<file path="src/rtl/washer_pkg.sv">
// Shared definitions for the washing-machine controller and its plant emulator:
// controller state codes, selector codes, fault bit indices and rate-counter modes.
package washer_pkg;

  typedef enum logic [2:0] {
    IDLE           = 3'd0,
    WATER_FILLING  = 3'd1,
    WATER_HEATING  = 3'd2,
    WASHING        = 3'd3,
    WATER_DRAINING = 3'd4
  } ctrl_state_e;

  typedef enum logic [1:0] {
    SEL_0 = 2'b00,
    SEL_1 = 2'b01,
    SEL_2 = 2'b10,
    SEL_3 = 2'b11
  } selector_e;

  localparam int FLT_DOOR       = 0;
  localparam int FLT_DRY_HEAT   = 1;
  localparam int FLT_VALVE_PUMP = 2;
  localparam int FLT_OVERFLOW   = 3;

  typedef enum logic [1:0] {
    MODE_HOLD = 2'd0,
    MODE_UP   = 2'd1,
    MODE_DOWN = 2'd2
  } rate_mode_e;

  // Both requests at once cancel out and hold the value.
  function automatic rate_mode_e rate_mode(input logic up, input logic down);
    if (up && !down)      return MODE_UP;
    else if (down && !up) return MODE_DOWN;
    else                  return MODE_HOLD;
  endfunction

endpackage

</file>
<file path="src/rtl/washer_plant_model_rate_counter.sv">
// Prescaled saturating up/down counter: one step per DIV (up) or DN_DIV (down) cycles
// spent continuously in that direction; the prescaler restarts on hold or direction change.
module plant_rate_counter
  import washer_pkg::*;
#(
  parameter int MAX    = 20,
  parameter int DIV    = 1,
  parameter int DN_DIV = DIV,
  parameter int W      = $clog2(MAX + 1)
) (
  input  logic         clk,
  input  logic         rst_n,
  input  logic         i_up,
  input  logic         i_down,
  output logic [W-1:0] o_value,
  output logic         o_dec_step
);
  localparam int PMAX = (DIV > DN_DIV) ? DIV : DN_DIV;
  localparam int PW   = $clog2(PMAX + 1);

  rate_mode_e   r_mode;
  logic [PW-1:0] r_pre;
  logic [W-1:0]  r_value;

  rate_mode_e    w_mode;
  logic [PW-1:0] w_pre_cur;
  logic [PW-1:0] w_pre_last;
  logic          w_tick;

  // NOTE: every always_comb output gets a default first so no latch can be inferred.
  always_comb begin
    w_mode     = rate_mode(i_up, i_down);
    w_pre_last = (w_mode == MODE_UP) ? PW'(DIV - 1) : PW'(DN_DIV - 1);
    // A direction change restarts the count in this same cycle.
    w_pre_cur  = (w_mode != r_mode) ? '0 : r_pre;
    w_tick     = (w_mode != MODE_HOLD) && (w_pre_cur == w_pre_last);
  end

  // NOTE: sequential state uses non-blocking assignments only.
  always_ff @(posedge clk or negedge rst_n) begin
    if (!rst_n) begin
      r_mode  <= MODE_HOLD;
      r_pre   <= '0;
      r_value <= '0;
    end else begin
      r_mode <= w_mode;
      if (w_mode == MODE_HOLD || w_tick) r_pre <= '0;
      else                               r_pre <= w_pre_cur + 1'b1;

      if (w_tick && w_mode == MODE_UP && r_value != W'(MAX))
        r_value <= r_value + 1'b1;
      else if (w_tick && w_mode == MODE_DOWN && r_value != '0)
        r_value <= r_value - 1'b1;
    end
  end

  assign o_value    = r_value;
  assign o_dec_step = w_tick && (w_mode == MODE_DOWN) && (r_value != '0);

endmodule

</file>
<file path="config.mk">
export PLATFORM = sky130hd
export DESIGN_NAME = plant_rate_counter
export DESIGN_NICKNAME = d
export VERILOG_FILES = /design/src/rtl/washer_pkg.sv /design/src/rtl/washer_plant_model_rate_counter.sv
export SDC_FILE = /design/constraint.sdc
export NUM_CORES = 1
export LEC_CHECK = 0
export CELL_PAD_IN_SITES_DETAIL_PLACEMENT = 0
export CELL_PAD_IN_SITES_GLOBAL_PLACEMENT = 1
export CORE_MARGIN = 2
export CORE_UTILIZATION = 34
export CTS_CLUSTER_DIAMETER = 30
export DETAILED_ROUTE_END_ITERATION = 6
export GPL_TIMING_DRIVEN = 0
export PLACE_DENSITY_LB_ADDON = 0.1
export SLEW_MARGIN = 30
export SYNTH_ARGS = -nofsm -noshare
export SYNTH_HDL_FRONTEND = slang
export SYNTH_SLANG_ARGS = --single-unit
export TNS_END_PERCENT = 20
</file>
<file path="constraint.sdc">
create_clock -name clk -period 2.5 [get_ports clk]
set_clock_uncertainty 0.1 [all_clocks]
set_input_delay 0.5 -clock clk [delete_from_list [all_inputs] [get_ports clk]]
set_output_delay 0.5 -clock clk [all_outputs]
set_load 0.05 [all_outputs]
</file>
==> metrics <==
largest net degree at the start of global routing=9; critical path startpoint category=register; status=completed; cell count after placement=69; CP endpoint kind=output pin; Final ANT Viol Nets=0; Flop pwr share=27.4%; Post-synth top cells=dfrtp_1, ha_1, nand2_1, xnor2_1; Top FF cell, synth=dfrtp_1; slew margin rel.=66.8%; RSZ-0062 raised after global routing=false; number of nets in the layout=77; Via density=4.71; CP max stage cell=dfrtp_2; worst hold slack=0.432 ns; clock root buffer=clkbuf_4; TritonCTS Buffers=3; finished layout cell area=729 sq um; Post-route DRC=0; Power Total=890 uW; Finished Layout Cells=78; Worst-path clk slew=0.05 ns; placer congestion estimate=0.650; Syn Inst Count=45; final WL=984 um; WP data arrival=1.79 ns; Synth area leaders=dfrtp_1, ha_1, xnor2_1; sequential fraction of the synthesis area=39.1%; Hold-fix buffers, CTS=0; ys async rst share=100%; area of the mapped netlist=512 sq um; number of flops mapped to enable cells by yosys=0; dpl cell area=638 sq um; biggest area consumer among synthesized cells=dfrtp_1; Yosys reg bits=8; All-Layer GR Usage=12.7%; Tcrit/Tclk final=95.6%; Synth top area share=39.1%; std cell rows=13; # diodes=0; Period minus WS final=2.39 ns; H-tree depth=1; Max-cap violations=0; Synthesis Warnings=0; Critical Path RT=1.90 ns; Hold Crit Class=in2async; Die Wd=42.8 um; HPWL after detailed placement=769 um; clock share of power=10.4%; switching portion of total power=45.4%; DRC violation total after the first TritonRoute iteration=0; Initial Util=37.9%; total number of vias=367; IO buf count=9; initial antenna violation count=0; Max Freq=418 MHz; final setup TNS=0 ns; vias in the first global route=400; reg2reg end=o_value[4]$_DFFE_PN0P_; flop-to-flop setup slack=0.17 ns; Hold Vio Cnt, Final=0; Worst R2R Start=o_value[1]$_DFFE_PN0P_; CTS tree=built; Final setup viols=0; R2R cell count=9; combinational power share=62.2%; die area=1830 sq um; crit-path max cell delay=0.44 ns; CTS max path bufs=2; clk_lat worst skew=0.24 ns; leakage power=0.325 nW; core area=1350 sq um; internal power=486 uW; IO Count=10; CTS sink cnt=8; CP Max Fanout=5; Netlist cell types=22; ratio of cells with drive above 1 in the final layout=46.0%; worst slew pin tran=0.496 ns; Synth-to-Final Area Change=42.5%; drt wl/cell=12.6 um; CP cell instances=or3_1 > o31a_1 > and2_2 > buf_2; PD cells=1220 nW/um^2; worst vdd ir=0.515 mV; First-pass DRT Iterations=1; Sw Pwr=404 uW; die height=42.8 um; count leader, synth=dfrtp_1; Syn Nets=57; grt total ovfl=0; first-pass GRT wire length=1680 um; Max Slew Vio Count=0; syn_area_per_cell=11.4 sq um; CP Class=reg2out
worst max-delay path, delay by kind of cell (launching register included):
kind                   cells  cell delay, ns
AOI/OAI and AO/OA          1            0.30
DFF                        1            0.44
buffers and inverters      1            0.20
and+or+nand+nor            2            0.60
metrics by stage:
stage | worst slack (ns) | util (%)
after detailed placement | -0.856 | 47.3
after CTS | 0.00413 | 51.0
final | 0.110 | 54.0
after global routing | 0.0223 | 54.0
after global placement | -0.825 | 47.3
after floorplan | 0.0242 | -
cell usage in the layout, fill, tap and decap left out, drive strengths merged:
cell / n
fa: 1
a21o: 2
xor2: 2
and2: 1
inv: 2
ha: 7
buf: 8
dfrtp: 8
a21oi: 3
o21ai: 4
o21a: 1
nand2b: 1
a31oi: 1
clkdlybuf4s50: 6
mux2: 1
xnor2: 4
or3: 1
conb: 1
o31a: 1
nand2: 4
clkbuf: 4
metal layers:
layer	track usage, %	vias up	wire [um]
met1	14.1	170	453
met4	5.63	0	7
met5	0	-	0
met3	5.11	2	26
li1	-	190	-
met2	21.2	5	497
sequential cells by signal, summed over array words and instances (netlist names):
name     count
o_value      5
r_mode       2
r_pre        1
cell type report:
cell class	instances	area (sq um)
Fill cell	123	621
Multi-Input combinational cell	35	358
Sequential cell	8	203
Timing Repair Buffer	15	120
Clock buffer	3	22.5
Tap cell	15	18.8
Inverter	2	7.51
power by group through the flow:
| stage | logic (mW) | clock network, mW | registers, mW |
|---|---|---|---|
| 6_report | 0.553 | 0.0930 | 0.244 |
| 5_1_grt | 0.593 | 0.110 | 0.252 |
| 4_1_cts | 0.523 | 0.0985 | 0.238 |
| 3_5_place_dp | 0.489 | 0 | 0.242 |
| 3_3_place_gp | 0.474 | 0 | 0.233 |
| 2_1_floorplan | 0.221 | 0 | 0.367 |
worst max-delay path by stage:
stage,startpoint,end,slack (ns),cells past startpoint
2_1_floorplan,i_down,o_value[4]$_DFFE_PN0P_,0.02,11
4_1_cts,i_up,o_value[4]$_DFFE_PN0P_,0.004,12
5_1_grt,i_up,o_value[4]$_DFFE_PN0P_,0.02,12
3_5_place_dp,i_down,o_dec_step,-0.86,7
6_report,o_value[1]$_DFFE_PN0P_,o_dec_step,0.11,4
3_3_place_gp,i_down,o_dec_step,-0.83,7
logic make-up after synthesis:
family,Yosys count,share of synthesized area (%)
and+or+nand+nor,7,6.85
buffers and inverters,2,1.47
DFF,8,39.1
muxes,1,2.93
other,1,0.733
adders and majority gates,8,21.0
xor gates and xnor gates,6,10.3
AOI/OAI and AO/OA,12,17.6
what timing repair did:
item / CTS / global route
setup buffers: 4 / 2
pin swaps: 4 / 6
resized for setup: 10 / 9
endpoints found under the setup margin: 4 / 2
endpoints found under the hold margin: 0 / 0
(Power assumes the default switching activity.)
